--- config.mk ---
export PLATFORM = sky130hd
export DESIGN_NAME = ccd_pixel_packer
export DESIGN_NICKNAME = d
export VERILOG_FILES = /design/src/rtl/ccd_pixel_packer.sv
export SDC_FILE = /design/constraint.sdc
export NUM_CORES = 1
export LEC_CHECK = 0
export ABC_AREA = 0
export CAP_MARGIN = 25
export CELL_PAD_IN_SITES_DETAIL_PLACEMENT = 0
export CELL_PAD_IN_SITES_GLOBAL_PLACEMENT = 1
export CORE_MARGIN = 5
export CORE_UTILIZATION = 47
export DETAILED_ROUTE_END_ITERATION = 10
export PLACE_DENSITY = 0.85
export SYNTH_ARGS = -nofsm -noshare
export SYNTH_HDL_FRONTEND = slang
export SYNTH_SLANG_ARGS = --single-unit
--- constraint.sdc ---
create_clock -name clk -period 3.8 [get_ports clk]
set_clock_uncertainty 0.15 [all_clocks]
set_input_delay 1.14 -clock clk [delete_from_list [all_inputs] [get_ports clk]]
set_output_delay 1.14 -clock clk [all_outputs]
set_load 0.01 [all_outputs]
--- src/rtl/ccd_pixel_packer.sv ---
// CCD pixel packer: frames AD9826 byte pairs with an A5 5A header and a
// checksum/drop-count trailer, buffered through a 4-entry skid FIFO.
module ccd_pixel_packer #(
   parameter int COLS = 512,
   parameter int ROWS = 512
) (
   input  logic       clk,
   input  logic       rst_n,
   input  logic       frame_start,
   input  logic       byte_valid,
   input  logic [7:0] ad_data,
   input  logic       tx_fifo_wfull,
   output logic       tx_fifo_winc,
   output logic [7:0] tx_fifo_wdata,
   output logic       busy,
   output logic       overflow
);

   localparam logic [19:0] FRAME_LEN = 20'(ROWS * COLS);

   typedef enum logic [2:0] {
      IDLE,
      HDR0,
      HDR1,
      PIXELS,
      TRL_CSUM,
      TRL_DROP
   } state_t;

   state_t      state;
   logic [7:0]  skid_mem [4];
   logic [1:0]  wr_ptr;
   logic [1:0]  rd_ptr;
   logic [2:0]  count;
   logic [19:0] pix_cnt;
   logic        phase;
   logic [7:0]  csum;
   logic [7:0]  drop_cnt;

   logic        full;
   logic        empty;
   logic        pop;
   logic        push;
   logic        drop;
   logic [7:0]  push_data;

   assign full  = (count == 3'd4);
   assign empty = (count == 3'd0);
   assign pop   = !empty && !tx_fifo_wfull;
   assign drop  = byte_valid && ((state != PIXELS) || full);

   // Stay busy through the cycle that carries the final write strobe.
   assign busy = (state != IDLE) || !empty || tx_fifo_winc;

   always_comb begin
      push      = 1'b0;
      push_data = 8'h00;
      unique case (state)
         HDR0: begin
            push      = !full;
            push_data = 8'hA5;
         end
         HDR1: begin
            push      = !full;
            push_data = 8'h5A;
         end
         PIXELS: begin
            push      = byte_valid && !full;
            push_data = ad_data;
         end
         TRL_CSUM: begin
            push      = !full;
            push_data = csum;
         end
         TRL_DROP: begin
            push      = !full;
            push_data = drop_cnt;
         end
         default: ;
      endcase
   end

   always_ff @(posedge clk) begin
      if (push)
         skid_mem[wr_ptr] <= push_data;
   end

   always_ff @(posedge clk or negedge rst_n) begin
      if (!rst_n) begin
         wr_ptr        <= 2'd0;
         rd_ptr        <= 2'd0;
         count         <= 3'd0;
         tx_fifo_winc  <= 1'b0;
         tx_fifo_wdata <= 8'h00;
      end else begin
         tx_fifo_winc <= pop;
         if (pop) begin
            tx_fifo_wdata <= skid_mem[rd_ptr];
            rd_ptr        <= rd_ptr + 2'd1;
         end
         if (push)
            wr_ptr <= wr_ptr + 2'd1;
         count <= count + {2'b00, push} - {2'b00, pop};
      end
   end

   always_ff @(posedge clk or negedge rst_n) begin
      if (!rst_n) begin
         state    <= IDLE;
         pix_cnt  <= 20'd0;
         phase    <= 1'b0;
         csum     <= 8'h00;
         drop_cnt <= 8'h00;
         overflow <= 1'b0;
      end else begin
         if (drop) begin
            overflow <= 1'b1;
            if (drop_cnt != 8'hFF)
               drop_cnt <= drop_cnt + 8'd1;
         end
         unique case (state)
            IDLE: begin
               // A new frame clears stats, overriding any same-cycle drop.
               if (frame_start) begin
                  pix_cnt  <= 20'd0;
                  phase    <= 1'b0;
                  csum     <= 8'h00;
                  drop_cnt <= 8'h00;
                  overflow <= 1'b0;
                  state    <= HDR0;
               end
            end
            HDR0: begin
               if (!full)
                  state <= HDR1;
            end
            HDR1: begin
               if (!full)
                  state <= PIXELS;
            end
            PIXELS: begin
               if (byte_valid) begin
                  csum  <= csum ^ ad_data;
                  phase <= !phase;
                  if (phase) begin
                     pix_cnt <= pix_cnt + 20'd1;
                     if (pix_cnt + 20'd1 == FRAME_LEN)
                        state <= TRL_CSUM;
                  end
               end
            end
            TRL_CSUM: begin
               if (!full)
                  state <= TRL_DROP;
            end
            TRL_DROP: begin
               if (!full)
                  state <= IDLE;
            end
            default: state <= IDLE;
         endcase
      end
   end

endmodule

# Yosys cells after proc, flatten, opt, wreduce, memory -nomap -nowiden
# Memories as Yosys holds them, arrays and structs flattened. A register that Yosys moved wholly into a read port is not among the register bits.
# Cells that the tools add are included.
# word_totals
register_bits	49
mem_bits_rw	32
inputBits	13
word_cells	84
mem_count	1
# op_classes
add_sub_neg	6
eq_ne	17
n_mux	30
n_bitwise	1
reduce_logical	19
# memory_table
memory	depth	width	read_ports	rd_clocked_by_memory_dff	write_ports	line	text
skid_mem	4	8	1	1	1	31	logic [7:0] skid_mem [4];
# ops
cell	count
20-bit 2-to-1 mux	3
8-bit 2-to-1 mux	6
20-bit case mux with 2 select lines	1
8-bit case mux with 5 select lines	1
3-bit 2-to-1 mux	8
20-bit by 1-bit adder with 20-bit output, second input constant	1
20-bit by 19-bit == test with 1-bit output, second input constant	1
3-bit case mux with 6 select lines	1
2-bit inequality test, second input constant	8
8-bit case mux with 2 select lines	1
3-bit == test, second input constant	3
8-bit by 1-bit adder with 8-bit output, second input constant	1
8-bit inequality test, second input constant	1
8-bit AND reduction	1
8-bit XOR	1
1-bit 2-to-1 mux	7
3-bit by 2-bit == test with 1-bit output, second input constant	2
3-bit logical NOT	2
1-bit logical NOT	5
2-bit by 1-bit adder with 2-bit output, second input constant	2
1-bit case mux with 2 select lines	2
4-bit AND reduction	1
4-bit OR reduction	1
3-bit by 1-bit adder with 3-bit output	1
other kinds (8)	12

# Logic depth before layout (Yosys ltp)
# logic_depth
ltp_word	6
mapped_depth	12
ltp_nobuf	11

# Worst setup path after synthesis
# Ideal clock, no wire load.
# synth_path
path_kind	input to register
from	input byte_valid
to	register count[2]
setup_time_ns	0.123
arrival_time_ns	3.027
t_required_ns	3.527
slack_ns	0.501
stages	11
path_buffers	0
cell_sequence	nand2b_1 -> nand2_1 -> a211oi_1 -> inv_1 -> ha_1 -> inv_1 -> ha_1 -> inv_1 -> fa_1 -> xnor2_1 -> xnor2_1
# synth_via
elab_chain_len	4
# synth_lines
element	line	text
start, declared	10	input logic byte_valid,
1-bit logical AND	68	push = byte_valid && !full;
1-bit case mux with 2 select lines	58	unique case (state)
3-bit by 1-bit adder with 3-bit output	103	count <= count + {2'b00, push} - {2'b00, pop};
3-bit by 1-bit subtractor with 3-bit output	103	
end signal, assigned	103	
end, declared	34	logic [2:0] count;
# Every way passes these cells.
# A chain may end at the register's enable or synchronous reset.

# Worst setup path in the final report
# Ends and elaborated chain as after synthesis.

==> metrics.md <==
| Metric | Value |
|---|---|
| ANT cells | `0` |
| Most common cell on crit path | `inv_1` |
| # DRC | `0` |
| Critical path required time | `~4 ns` |
| Leakage power | `around 0.002 uW` |
| Tightest hold margin | `0.362 ns` |
| CTS H-Tree Depth | `3` |
| Worst EP arrival | `about 3.5 ns` |
| Initial Utilization | `47.9%` |
| Total Wirelength | `about 9.3 mm` |
| Largest net degree at the start of global routing | `32` |
| Sequential power share | `approximately half` |
| Outcome | `finished, final reports clean` |
| Die area | `about 0.012 mm2` |
| Fin crit period | `3.39 ns` |
| Reg clk slew, reported paths | `roughly 0.10 ns` |
| Syn Area/Cell | `11.1 um2` |
| Crit start category | `input pin` |
| Most frequent cell after synthesis | `dfrtp_1` |
| Main flop type after synthesis | `dfrtp_1` |
| CTS buffer count | `9` |
| Cell chain of the critical path | `clkdlybuf4s50_1 -> nand2b_1 -> nand2_1 -> a211oi_1 -> inv_1 -> ha_1 -> inv_1 -> ha_1 -> inv_1 -> fa_1 -> xnor2_1 -> xnor2_1` |
| Clock root cell | `clkbuf_8` |
| Clock Sink Count | `between 80 and 90` |
| DR iter-0 viols | `around 240` |
| DP Wirelength | `6.50 mm` |
| Final Hold Vio Count | `0` |
| Die height | `110 um` |
| # IOs | `24` |
| Total gr overflow | `0` |
| Num rows | `36` |
| Maximum VDD drop | `roughly 260 uV` |
| Final setup viols | `0` |
| Net count, final | `roughly 460` |
| Initial DRT Pass Iterations | `5` |
| Unrepaired setup endpoints after global routing | `false` |
| Post-synthesis register bit count | `slightly below 90` |
| Pwr per Cell Area | `~560 mW/mm2` |
| Fraction of registers with async set/reset | `approximately 64%` |
| Yosys Warn Count | `0` |
| Worst Max-Slew Pin Slew | `0.734 ns` |
| P_sw | `955 uW` |
| Vias in the first global route | `roughly 3.2k` |
| Top Family by Delay on Critical Path | `adder cells` |
| IO Port Bufs | `23` |
| Initial antenna violation count | `0` |
| Post-synth cell types | `63` |
| Clk Latency, worst-skew pair | `0.36 ns` |
| GRT Util Overall | `16.8%` |
| Syn nets | `about 440` |
| Die Width | `between 100 and 150 um` |
| Clock network power share | `between 20% and 30%` |
| Routed vias | `3216` |
| Synth top area share | `30.6%` |
| Post-CTS Setup Inserts | `0` |
| Biggest area consumer among synthesized cells | `dfrtp_1` |
| Post-synthesis cell area | `roughly 0.0047 mm2` |
| Comb pwr share | `approximately 27%` |
| Bufs and invs on worst path | `4` |
| Routed Antenna Nets | `0` |
| Maximum clock rate | `~300 MHz` |
| Ranking of synthesized cells by area | `dfrtp_1 31%, edfxtp_1 21%, mux4_2 3.9%` |
| First-pass GRT wire length | `approximately 16 mm` |
| Gate Count Post-Synth | `about 420` |
| Period utilization | `around nine tenths` |
| Internal Power | `1940 uW` |
| CTS tree | `built` |
| Core Region | `a little under 0.01 mm2` |
| Max_cap viols | `0` |
| Post_cts resized | `0` |
| Vias per cell | `~5.6` |
| Final setup TNS | `0 ns` |
| Post-synthesis sequential area ratio | `just over 50%` |
| Worst-path fanout max | `5` |
| Worst stage delay on the critical path | `around 0.54 ns` |
| Min-delay worst type | `flip-flop to flip-flop` |
| Crit Path Class | `input pin to flip-flop` |
| Hold-fix buffers, CTS | `0` |
| Slew headroom | `51.0%` |
| Routed wire per std cell | `between 15 and 20 um` |
| CP Capture Type | `flip-flop` |
| Slowest stage cell, crit path | `clkdlybuf4s50_1` |
| Routability cong. | `~0.86` |
| Layout area overhead | `10.6%` |
| Slew Viols, Final | `0` |
| Layout cells sized above 1 | `between 10% and 20%` |
| Switch share | `33.0%` |
| Synth top cells by count | `57 x dfrtp_1, 46 x nor2_1, 35 x nand2_1` |
| EDFF count, synth | `32` |
| Worst-case clock buffer depth | `2` |
-- layout make-up --
cell class	instances	area (um2)
Clock inverter	7	66.3
Clock buffer	9	124
Inverter	8	30.0
Tap cell	133	166
Multi-Input combinational cell	298	2080
Fill cell	878	4580
Sequential cell	89	2390
Timing Repair Buffer	32	293
-- power by group through the flow --
stage          logic (uW)  clock network, uW  registers (uW)
5_1_grt               875                692            1530
3_3_place_gp          761                  0            1490
4_1_cts               794                645            1490
6_report              779                629            1480
2_1_floorplan         609                  0            1410
3_5_place_dp          791                  0            1510
-- registers in the layout, summed over array words and instances (netlist names) --
name,cells
count,3
csum,8
drop_cnt,8
overflow,1
phase,1
pix_cnt,20
rd_ptr,2
skid_mem,32
state,3
tx_fifo_wdata,8
tx_fifo_winc,1
wr_ptr,2
-- worst register-to-register path, cell delays in order, from the launching register on --
cell and delay (ns):
dfrtp_1 0.49, ha_1 0.33, nand3_1 0.39, or4_1 0.61, o311ai_1 0.15, o2111ai_2 0.28
o41ai_1 0.42, a21oi_1 0.11
-- path summary, 6_finish.rpt --
kind	start	to	slack (ns)	cells after the start
min in group asynchronous	rst_n	drop_cnt[7]	0.69	1
setup / recovery	byte_valid	count[2]	0.41	12
max in group asynchronous	rst_n	drop_cnt[4]	2.13	2
setup reg to reg	pix_cnt[0]	state[1]	0.76	7
hold / removal	tx_fifo_wdata[2]	tx_fifo_wdata[2]	0.36	1
hold reg to reg	tx_fifo_wdata[2]	tx_fifo_wdata[2]	0.36	1
-- through the flow --
stage / worst slack (ns) / instances / total power, uW / util (%) / area [um2]
6_report: 0.412 / 576 / 2890 / 52.9 / 5150
5_1_grt: 0.204 / 576 / 3090 / 52.9 / 5150
4_1_cts: 0.390 / 576 / 2930 / 52.9 / 5150
3_5_place_dp: 0.0119 / 560 / 2300 / 51.0 / 4960
3_3_place_gp: 0.125 / 560 / 2250 / 51.0 / 4960
2_1_floorplan: 0.501 / 421 / 2020 / - / 4660
-- metal layers --
metal	GRT usage [%]	vias up	wire length, um
met5	0	-	0
li1	-	1568	-
met2	26.3	73	4360
met1	23.8	1567	4480
met4	4.81	0	91
met3	3.29	8	337
-- layout by cell type (no fill, tap or decap), drive strengths merged, types with 7 or more instances in the layout --
cell type      count
nand2b             8
nor3              13
xnor2              8
clkbuf             9
clkdlybuf4s50     22
mux2i              7
nor2b              7
buf               10
mux4               8
dfrtp             57
inv               13
o31ai              8
ha                 9
nand2             35
nand3             14
o21ai             25
xor2              15
nand4              8
nor2              46
mux2              10
edfxtp            32
-- logic make-up (layout without fill, tap and decap cells) --
group / after synthesis / count (layout) / share of synthesized area, %
and+or+nand+nor: 165 / 165 / 18.8
AOI/OAI and AO/OA: 74 / 74 / 10.7
adders and majority gates: 11 / 11 / 3.06
DFF: 89 / 89 / 51.3
xor gates and xnor gates: 23 / 23 / 4.33
buffers and inverters: 34 / 56 / 3.98
muxes: 25 / 25 / 7.87
Note: power is estimated with default switching activity, not from simulation.
